--- config.mk ---
export PLATFORM = sky130hd
export DESIGN_NAME = fll_reconfig_seq
export DESIGN_NICKNAME = d
export VERILOG_FILES = /design/src/rtl/fll_seq_pkg.sv /design/src/rtl/fll_sync_2ff.sv /design/src/rtl/fll_reconfig_seq.sv
export SDC_FILE = /design/constraint.sdc
export NUM_CORES = 1
export LEC_CHECK = 0
export ABC_AREA = 0
export BUFFER_PORTS_ARGS = -buffer_cell sky130_fd_sc_hd__buf_2
export CORE_ASPECT_RATIO = 0.6
export CORE_MARGIN = 10
export CORE_UTILIZATION = 35
export CTS_BUF_LIST = sky130_fd_sc_hd__clkbuf_16
export CTS_CLUSTER_DIAMETER = 50
export DETAILED_ROUTE_END_ITERATION = 8
export PLACE_DENSITY = 0.61
export RECOVER_POWER = 25
export SYNTH_ARGS = -nofsm -noshare
export SYNTH_HDL_FRONTEND = slang
export SYNTH_SLANG_ARGS = --single-unit
--- constraint.sdc ---
create_clock -name clk_i -period 2.25 [get_ports clk_i]
set_input_delay 0.1125 -clock clk_i [delete_from_list [all_inputs] [get_ports clk_i]]
set_output_delay 0.1125 -clock clk_i [all_outputs]
set_load 0.1 [all_outputs]
--- src/rtl/fll_seq_pkg.sv ---
// fll_seq_pkg: shared types and FLL config-register-1 layout for the reconfiguration sequencer.
//   state_e     sequencer FSM states
//   status_e    completion status codes reported on done_status_o
//   cfg1_merge  builds the new CFG1 word from the read-back value and the new mult/div
package fll_seq_pkg;

    typedef enum logic [2:0] {
        ST_IDLE,
        ST_RD_REQ,
        ST_RD_REL,
        ST_WR_REQ,
        ST_WR_REL,
        ST_LOCK_WAIT,
        ST_DONE
    } state_e;

    typedef enum logic [1:0] {
        STAT_OK      = 2'b00,
        STAT_LOCK_TO = 2'b01,
        STAT_ACK_TO  = 2'b10
    } status_e;

    localparam logic [1:0] FLL_CFG1_ADDR = 2'b01;

    localparam int MULT_LSB = 0;
    localparam int MULT_W   = 16;
    localparam int DCO_LSB  = 16;
    localparam int DCO_W    = 10;
    localparam int DIV_LSB  = 26;
    localparam int DIV_W    = 4;
    localparam int MODE_LSB = 30;
    localparam int MODE_W   = 2;

    // Keeps MODE and DCO from the read-back word, replaces DIV and MULT.
    function automatic logic [31:0] cfg1_merge(
        input logic [31:0]       rd,
        input logic [DIV_W-1:0]  div,
        input logic [MULT_W-1:0] mult
    );
        logic [31:0] w;
        w = '0;
        w[MODE_LSB +: MODE_W] = rd[MODE_LSB +: MODE_W];
        w[DCO_LSB  +: DCO_W]  = rd[DCO_LSB  +: DCO_W];
        w[DIV_LSB  +: DIV_W]  = div;
        w[MULT_LSB +: MULT_W] = mult;
        return w;
    endfunction

endpackage

--- src/rtl/fll_sync_2ff.sv ---
// fll_sync_2ff: two-flop synchronizer for a single asynchronous level, reset to 0.
//   clk_i  destination clock
//   rst_ni asynchronous active-low reset
//   d_i    asynchronous input
//   q_o    synchronized output (2-cycle latency)
module fll_sync_2ff (
    input  logic clk_i,
    input  logic rst_ni,
    input  logic d_i,
    output logic q_o
);

    logic meta_q;
    logic sync_q;

    always_ff @(posedge clk_i or negedge rst_ni) begin
        if (!rst_ni) begin
            meta_q <= 1'b0;
            sync_q <= 1'b0;
        end else begin
            meta_q <= d_i;
            sync_q <= meta_q;
        end
    end

    assign q_o = sync_q;

endmodule

--- src/rtl/fll_reconfig_seq.sv ---
// fll_reconfig_seq: retargets an FLL by read-modify-write of CFG1 over the 4-phase
// req/ack port, then waits for a stable synchronized lock.
//   clk_i, rst_ni                    clock, asynchronous active-low reset
//   req_valid_i/req_ready_o          reconfiguration request handshake
//   req_mult_i, req_div_i            new multiplier / divider
//   done_valid_o, done_status_o      completion pulse and held status (00 OK, 01 LOCK_TO, 10 ACK_TO)
//   busy_o                           sequencer not idle
//   fll_req_o/wrn_o/addr_o/wdata_o   FLL register port requests
//   fll_ack_i, fll_rdata_i           FLL acknowledge (async) and read data
//   fll_lock_i, lock_o               FLL lock (async) and its synchronized copy
module fll_reconfig_seq
    import fll_seq_pkg::*;
#(
    parameter int ACK_TIMEOUT  = 256,
    parameter int LOCK_TIMEOUT = 4096,
    parameter int LOCK_STABLE  = 16
) (
    input  logic        clk_i,
    input  logic        rst_ni,
    input  logic        req_valid_i,
    output logic        req_ready_o,
    input  logic [15:0] req_mult_i,
    input  logic [3:0]  req_div_i,
    output logic        done_valid_o,
    output logic [1:0]  done_status_o,
    output logic        busy_o,
    output logic        fll_req_o,
    output logic        fll_wrn_o,
    output logic [1:0]  fll_addr_o,
    output logic [31:0] fll_wdata_o,
    input  logic        fll_ack_i,
    input  logic [31:0] fll_rdata_i,
    input  logic        fll_lock_i,
    output logic        lock_o
);

    localparam int AW = $clog2(ACK_TIMEOUT) + 1;
    localparam int LW = $clog2(LOCK_TIMEOUT) + 1;
    localparam int SW = $clog2(LOCK_STABLE) + 1;
    localparam logic [AW-1:0] ACK_LAST  = AW'(ACK_TIMEOUT - 1);
    localparam logic [LW-1:0] WAIT_LAST = LW'(LOCK_TIMEOUT - 1);
    localparam logic [SW-1:0] STAB_LAST = SW'(LOCK_STABLE - 1);

    logic ack_s;
    logic lock_s;

    state_e         state_q,    state_d;
    status_e        status_q,   status_d;
    logic [15:0]    mult_q,     mult_d;
    logic [3:0]     div_q,      div_d;
    logic [31:0]    rdata_q,    rdata_d;
    logic [AW-1:0]  ack_cnt_q,  ack_cnt_d;
    logic [LW-1:0]  wait_cnt_q, wait_cnt_d;
    logic [SW-1:0]  stab_cnt_q, stab_cnt_d;
    logic           ack_to;

    fll_sync_2ff u_sync_ack (
        .clk_i  (clk_i),
        .rst_ni (rst_ni),
        .d_i    (fll_ack_i),
        .q_o    (ack_s)
    );

    fll_sync_2ff u_sync_lock (
        .clk_i  (clk_i),
        .rst_ni (rst_ni),
        .d_i    (fll_lock_i),
        .q_o    (lock_s)
    );

    assign ack_to = ack_cnt_q == ACK_LAST;

    always_comb begin
        state_d  = state_q;
        status_d = status_q;
        mult_d   = mult_q;
        div_d    = div_q;
        rdata_d  = rdata_q;
        unique case (state_q)
            ST_IDLE: begin
                if (req_valid_i && req_ready_o) begin
                    state_d = ST_RD_REQ;
                    mult_d  = req_mult_i;
                    div_d   = req_div_i;
                end
            end
            ST_RD_REQ: begin
                if (ack_s) begin
                    state_d = ST_RD_REL;
                    rdata_d = fll_rdata_i;
                end else if (ack_to) begin
                    state_d  = ST_DONE;
                    status_d = STAT_ACK_TO;
                end
            end
            ST_RD_REL: begin
                if (!ack_s) begin
                    state_d = ST_WR_REQ;
                end else if (ack_to) begin
                    state_d  = ST_DONE;
                    status_d = STAT_ACK_TO;
                end
            end
            ST_WR_REQ: begin
                if (ack_s) begin
                    state_d = ST_WR_REL;
                end else if (ack_to) begin
                    state_d  = ST_DONE;
                    status_d = STAT_ACK_TO;
                end
            end
            ST_WR_REL: begin
                if (!ack_s) begin
                    state_d = ST_LOCK_WAIT;
                end else if (ack_to) begin
                    state_d  = ST_DONE;
                    status_d = STAT_ACK_TO;
                end
            end
            ST_LOCK_WAIT: begin
                // A stable lock in the final wait cycle still counts as success.
                if (lock_s && stab_cnt_q == STAB_LAST) begin
                    state_d  = ST_DONE;
                    status_d = STAT_OK;
                end else if (wait_cnt_q == WAIT_LAST) begin
                    state_d  = ST_DONE;
                    status_d = STAT_LOCK_TO;
                end
            end
            ST_DONE: state_d = ST_IDLE;
            default: state_d = ST_IDLE;
        endcase
        // Phase and wait counters restart on every state change and saturate at all-ones.
        ack_cnt_d  = (state_d != state_q) ? '0 : ack_cnt_q + AW'(ack_cnt_q != '1);
        wait_cnt_d = (state_d != state_q) ? '0 : wait_cnt_q + LW'(wait_cnt_q != '1);
        stab_cnt_d = (state_q == ST_LOCK_WAIT && lock_s) ? stab_cnt_q + SW'(stab_cnt_q != '1) : '0;
    end

    always_ff @(posedge clk_i or negedge rst_ni) begin
        if (!rst_ni) begin
            state_q    <= ST_IDLE;
            status_q   <= STAT_OK;
            mult_q     <= '0;
            div_q      <= '0;
            rdata_q    <= '0;
            ack_cnt_q  <= '0;
            wait_cnt_q <= '0;
            stab_cnt_q <= '0;
        end else begin
            state_q    <= state_d;
            status_q   <= status_d;
            mult_q     <= mult_d;
            div_q      <= div_d;
            rdata_q    <= rdata_d;
            ack_cnt_q  <= ack_cnt_d;
            wait_cnt_q <= wait_cnt_d;
            stab_cnt_q <= stab_cnt_d;
        end
    end

    // A stale ack from an aborted handshake must drain before a new request starts.
    assign req_ready_o   = state_q == ST_IDLE && !ack_s;
    assign busy_o        = state_q != ST_IDLE;
    assign fll_req_o     = state_q == ST_RD_REQ || state_q == ST_WR_REQ;
    assign fll_wrn_o     = state_q != ST_WR_REQ;
    assign fll_addr_o    = fll_req_o ? FLL_CFG1_ADDR : 2'b00;
    assign fll_wdata_o   = state_q == ST_WR_REQ ? cfg1_merge(rdata_q, div_q, mult_q) : '0;
    assign done_valid_o  = state_q == ST_DONE;
    assign done_status_o = status_q;
    assign lock_o        = lock_s;

endmodule

==> results of run 1 <==
state kept, by name (all words and copies together), names as in the netlist, 2 cells and up:
name and cells:
done_status_o 2, state_q 3, rdata_q 12, ack_cnt_q 9, div_q 4, mult_q 16, stab_cnt_q 5, wait_cnt_q 13
routing by layer:
layer	vias up	global-route usage [%]
met5	-	0
met4	0	2.90
met3	10	5.21
met2	71	18.4
met1	1299	16.3
li1	1272	-
kinds of logic after synthesis:
| group | Yosys count | share of synthesized area (%) |
|---|---|---|
| flip-flops | 68 | 48.2 |
| buffers and inverters | 27 | 4.36 |
| AND/OR/NAND/NOR | 124 | 24.4 |
| other | 1 | 0.106 |
| AO/OA/AOI/OAI | 23 | 5.42 |
| multiplexers | 32 | 10.2 |
| adder cells (fa/ha/maj) | 6 | 2.13 |
| XOR/XNOR | 21 | 5.21 |
cell usage in the layout, fill, tap and decap left out, drive strengths merged, types with 2 or more instances in the layout:
cell type / count
o21ai: 6
nor3b: 4
clkbuf: 10
a2bb2oi: 2
nand2b: 4
nor4: 3
dlygate4sd3: 6
nor2: 15
and2: 2
inv: 8
dfrtp: 68
and3b: 2
nand3: 8
nand2: 10
nand4: 10
xnor2: 15
nor3: 22
o31ai: 3
mux2: 32
ha: 6
o211ai: 2
buf: 99
xor2: 6
and3: 37
clkinv: 2
or2: 2
o21bai: 2
critical path, cell delays in order (launching register included):
cell     delay, ps
dfrtp_1        400
nand4_4        120
or4_4          520
ha_2           200
ha_1           200
and2_4         180
nor4b_1        150
xnor2_1        210
nor3_2          50
through the flow:
stage / instances / hold WS (ps)
after global placement: 515 / 144
after floorplan: 302 / -183
after CTS: 535 / 4.74
after global routing: 536 / 10.9
final: 536 / 16.8
after detailed placement: 515 / 144
how the worst min path moves through the flow:
stage               slack, ps           end       startpoint  depth (start not counted)
floorplan                -180  ack_cnt_q[0]           rst_ni                          0
global placement          140      div_q[2]           rst_ni                          1
finish                     20      div_q[1]     req_div_i[1]                          2
CTS                         5      div_q[0]     req_div_i[0]                          2
global route               10   rdata_q[18]  fll_rdata_i[18]                          2
detailed placement        140      div_q[2]           rst_ni                          1
what timing repair did:
action / in CTS / in global routing
endpoints found under the hold margin: 28 / 0
setup endpoints to repair: 0 / 23
hold buffers: 6 / 0
setup buffers: 0 / 1
resized for setup: 0 / 6
power groups by stage:
stage	Clock, uW	Sequential [uW]	Combinational (uW)
2_1_floorplan	0	1760	2430
3_3_place_gp	0	1840	3370
3_5_place_dp	0	1870	3440
4_1_cts	1240	1850	3450
5_1_grt	1280	1900	3600
6_report	1190	1860	3420
area by class of cell:
class | instances | area (um2)
fill | 878 | 4850
multi-input combinational | 207 | 1710
sequential | 68 | 1700
timing repair buffer | 106 | 1140
clock buffer | 9 | 225
tap | 135 | 169
clock inverter | 5 | 23.8
inverter | 6 | 22.5
==> metrics.txt, run 1 <==
status finished, final reports clean; WL/cell 16.9 um; internal power between 3000 and 4000 uW; Reg power frac 28.7%; clock buffer count from CTS 9; worst setup path end wait_cnt_q[12]; R2R setup slack 90 ps; Nets around 460; # DRC 0; Register-to-Register Path Depth 8; CTS tree done; CTS max path bufs 2; routed wire length 9050 um; Clock transition at path regs 50 ps; CTS Root Cell clkbuf_16; Post-synth EDFFs 0; NetSw 2910 uW; detailed placement HPWL 6800 um; Die Area about 0.015 mm2; max_cap viols 0; yosys warns 0; post-synth top area cell dfrtp_1; worst r2r dst wait_cnt_q[12]; Setup TNS 0 ps; Tightest Pin Transition between 1000 and 1500 ps; power consumption approximately 6500 uW; port buffer count 77; max layer used met4; CTS Sinks 68; Max IR drop VDD between 700 and 800 uV; Chip Width 150 um; max-slew violations 0; share of cells above drive strength 1 47.1%; Sw Ratio about 45%; Commonest cells post-synth dfrtp_1 (68), and3_1 (36), mux2_2 (28); met3 WL 648 um; ranking of synthesized cells by area dfrtp_1 (48%), mux2_2 (8.9%), and3_1 (6.4%); pin count of the biggest net entering global routing 29; H-tree levels 3; R2R Path Start wait_cnt_q[6]; fin area 0.00500 mm2; detailed-router iteration count before antenna repair 5; gr usage total 12.3%; fmax 0.463 GHz; Die Ht 97.8 um; most common cell in the synthesized netlist dfrtp_1; critical path class flip-flop to flip-flop; post-synthesis sequential element count 68; RSZ-0062 raised after global routing false; Hold Fails Final Rpt 0; post-synth top area share 48.2%; Placement Setup Slack between 20 and 25 ps; Syn Nets approximately 370; CP Launch Type flip-flop; Critical Path Start wait_cnt_q[6]; Area growth, synth to finish 41.5%; antenna diode count 0; Primary FF master, synth dfrtp_1; Clock power frac 18.4%; Hold Crit Class input pin to flip-flop; CP arrival 2360 ps; fin worst setup slack 92.3 ps; Crit Path Max Fanout 4; Crit path required time between 2000 and 2500 ps; first-pass GRT wire length 14700 um; Placer Congestion around 0.81; cell count after synthesis 302; Leakage 0.00234 uW; Avg Inst Size Synth 11.7 um2; core area 0.00984 mm2; skew final between 3 and 4 ps; power density over the cells 1290 mW/mm2; num rows 28; register area share after synthesis 48.2%; Initial Util 35.9%; vias in the first global route roughly 2800; final core utilization about half; asr flop ratio synth 100%; Via-to-Cell Ratio ~5; max_slew headroom 6.45%; clock latency on the worst-skew pair 330 ps; Ports 99; final setup fails 0; Vias 2652; global route overflow 0; met2 WL 4060 um; cell area after synthesis 0.00353 mm2; initial antenna violation count 0; CP Capture Type flip-flop; crit share post-route between 90% and 100%; Logic pwr share 52.9%; placed inst area 0.00467 mm2; wl on met1 4260 um; Yosys cell types 53; fin crit period 2160 ps; antenna viol nets, final 0; Iteration-0 DRC Markers 199
(Power assumes the default switching activity.)
==> run 2: changes to the inputs <==
--- a/config.mk
+++ b/config.mk
@@ -14,7 +14,7 @@
 export CTS_CLUSTER_DIAMETER = 50
 export DETAILED_ROUTE_END_ITERATION = 8
 export PLACE_DENSITY = 0.61
-export RECOVER_POWER = 25
+export RECOVER_POWER = 100
 export SYNTH_ARGS = -nofsm -noshare
 export SYNTH_HDL_FRONTEND = slang
 export SYNTH_SLANG_ARGS = --single-unit
==> run 2 against run 1 <==
Clock power hardly changed; non-clock buffer count stayed put; largest power group unchanged; utilization is 2.8 points lower; register-to-register slack hardly changed; flip-flop and latch count stayed put; hold slack worse by 0.52 ps; clock-buffer cell count stayed put; first-iteration DRC count is 9.0% higher; global-route usage stayed put.
==> metrics.txt, run 2 (synthesis results as in run 1) <==
status finished, final reports clean (unchanged); Clock transition at path regs 50 ps (about the same); CTS tree done (unchanged); H-tree levels 3 (unchanged); Crit path required time 2450 ps (about the same); most common cell after layout, fill and taps aside dfrtp_1 (unchanged); Placement Setup Slack 24.3 ps (unchanged); pin count of the biggest net entering global routing 29 (unchanged); routed wire length 9050 um (about the same); crit share post-route 96.3% (was 95.9%); vias in the first global route 2793 (unchanged); Die Area 0.0146 mm2 (unchanged); final setup fails 0 (unchanged); Leakage 0.00224 uW (was 0.00234 uW); NetSw 2830 uW (was 2910 uW); clock latency on the worst-skew pair 330 ps (about the same); initial antenna violation count 0 (unchanged); Placer Congestion 0.807 (unchanged); detailed placement HPWL 6800 um (unchanged); share of cells above drive strength 1 42.6% (was 47.1%); max_slew headroom 6.45% (about the same); biggest regs mult_q (16), wait_cnt_q (13), rdata_q (12) (unchanged); max-slew violations 0 (unchanged); internal power 3390 uW (was 3560 uW); CP arrival 2370 ps (was 2360 ps); Area growth, synth to finish 33.8% (was 41.5%); R2R Path Start wait_cnt_q[6] (unchanged); max FFs per register 16 (unchanged); Ports 99 (unchanged); met2 GRT Util 18.4% (unchanged); Reg with most FFs mult_q (unchanged); Initial Util 35.9% (unchanged); Chip Width 150 um (unchanged); power density over the cells 1320 mW/mm2 (was 1290 mW/mm2); detailed-router iteration count before antenna repair 4 (was 5); Hold Fails Final Rpt 0 (unchanged); CP Capture Type flip-flop (unchanged); critical path class flip-flop to flip-flop (unchanged); Nets 461 (unchanged); RSZ-0062 raised after global routing false (unchanged); power consumption 6210 uW (was 6470 uW); WL/cell 16.9 um (about the same); core area 0.00984 mm2 (unchanged); CTS max path bufs 2 (unchanged); CTS Root Cell clkbuf_16 (unchanged); Clock power frac 19.3% (was 18.4%); Max IR drop VDD 724 uV (was 730 uV); fin worst setup slack 83.7 ps (was 92.3 ps); met1 Use GR 16.3% (unchanged); grt peak-use layer met2 (unchanged); antenna diode count 0 (unchanged); first-pass GRT wire length 14700 um (unchanged); Reg power frac 29.7% (was 28.7%); port buffer count 77 (unchanged); gr usage total 12.3% (unchanged); Crit Path Max Fanout 4 (unchanged); most frequent cells in the layout dfrtp_1 (66), buf_2 (37), mux2_2 (28) (was dfrtp_1 (66), buf_2 (42), buf_12 (35)); CTS Sinks 68 (unchanged); global route overflow 0 (unchanged); Die Ht 97.8 um (unchanged); Logic pwr share 51.0% (was 52.9%); fin crit period 2170 ps (was 2160 ps); Iteration-0 DRC Markers 217 (was 199); Hold Crit Class input pin to flip-flop (unchanged); clock buffer count from CTS 9 (unchanged); fmax 0.462 GHz (was 0.463 GHz); Tightest Pin Transition 1400 ps (about the same); CP Launch Type flip-flop (unchanged); # DRC 0 (unchanged); antenna viol nets, final 0 (unchanged); skew final 4.11 ps (was 3.97 ps); Vias 2619 (was 2652); Sw Ratio 45.5% (was 44.9%); Critical Path Start wait_cnt_q[6] (unchanged); grt met3 use 5.21% (unchanged); num rows 28 (unchanged); max_cap viols 0 (unchanged); Hold Startpoint req_div_i[1] (unchanged); Via-to-Cell Ratio 4.89 (was 4.95)
## run 2: changes by cell type in the layout (fill, tap and decap cells not counted), moves of 2 or more
cell      change
buf_12       -16
clkbuf_4     +12
nor3_1        +9
nor3_2        -9
buf_2         -5
buf_4         -5
clkbuf_1      +5
clkbuf_2      +5
buf_6         +4
nor3b_1       +2
nor3b_2       -2
## run 2: per-layer routing
| layer | part of all wire [%] | up-vias | wire (um) |
|---|---|---|---|
| li1 | - | 1272 | - |
| met1 | 48 | 1280 | 4310 |
| met2 | 45 | 58 | 4050 |
| met3 | 6.7 | 9 | 604 |
| met4 | 0.87 | 0 | 79 |
| met5 | 0 | - | 0 |
## run 2: cell type report
class	instances	area [um2]
clock buffer	9	225
clock inverter	5	23.8
fill	921	5120
inverter	6	22.5
multi-input combinational	207	1640
sequential	68	1700
tap	135	169
timing repair buffer	106	936
## run 2: metrics by stage
stage | area [um2] | hold WS (ps) | setup TNS (ps) | utilization [%] | cells
final | 4720 | 16.2 | 0 | 48.0 | 536
after global routing | 4720 | 10.9 | 0 | 48.0 | 536
after CTS | 4980 | 4.74 | 0 | 50.6 | 535
after detailed placement | 4670 | 144 | 0 | 47.5 | 515
after global placement | 4670 | 144 | 0 | 47.5 | 515
after floorplan | 3560 | -183 | -2900 | - | 302
## run 2: power groups by stage
stage / registers [uW] / clock network [uW] / logic [uW]
4_1_cts: 1850 / 1240 / 3450
6_report: 1850 / 1200 / 3170
2_1_floorplan: 1760 / 0 / 2430
3_5_place_dp: 1870 / 0 / 3440
3_3_place_gp: 1840 / 0 / 3370
5_1_grt: 1900 / 1280 / 3350
## run 2: worst paths after layout
path                            slack [ps]  depth (start not counted)         endpoint
worst min-delay path                    20                          2         div_q[1]
max in group asynchronous              450                          3       mult_q[10]
worst max-delay path                    80                          8   wait_cnt_q[12]
worst min register to register         350                          0  u_sync_lock.q_o
worst max register to register          80                          8   wait_cnt_q[12]
min in group asynchronous              650                          2      rdata_q[25]
## run 2: critical path, stage by stage, from the launching register on
cell and delay [ps]:
dfrtp_1 410, nand4_4 120, or4_4 520, ha_2 200, ha_1 200, and2_4 180, nor4b_1 150, xnor2_1 220
nor3_2 50
## run 2: what timing repair did
action	4_1_cts	5_1_grt
endpoints found under the setup margin	0	23
hold buffers	6	0
hold endpoints to repair	28	0
setup buffers	0	1
gates resized for setup	0	6
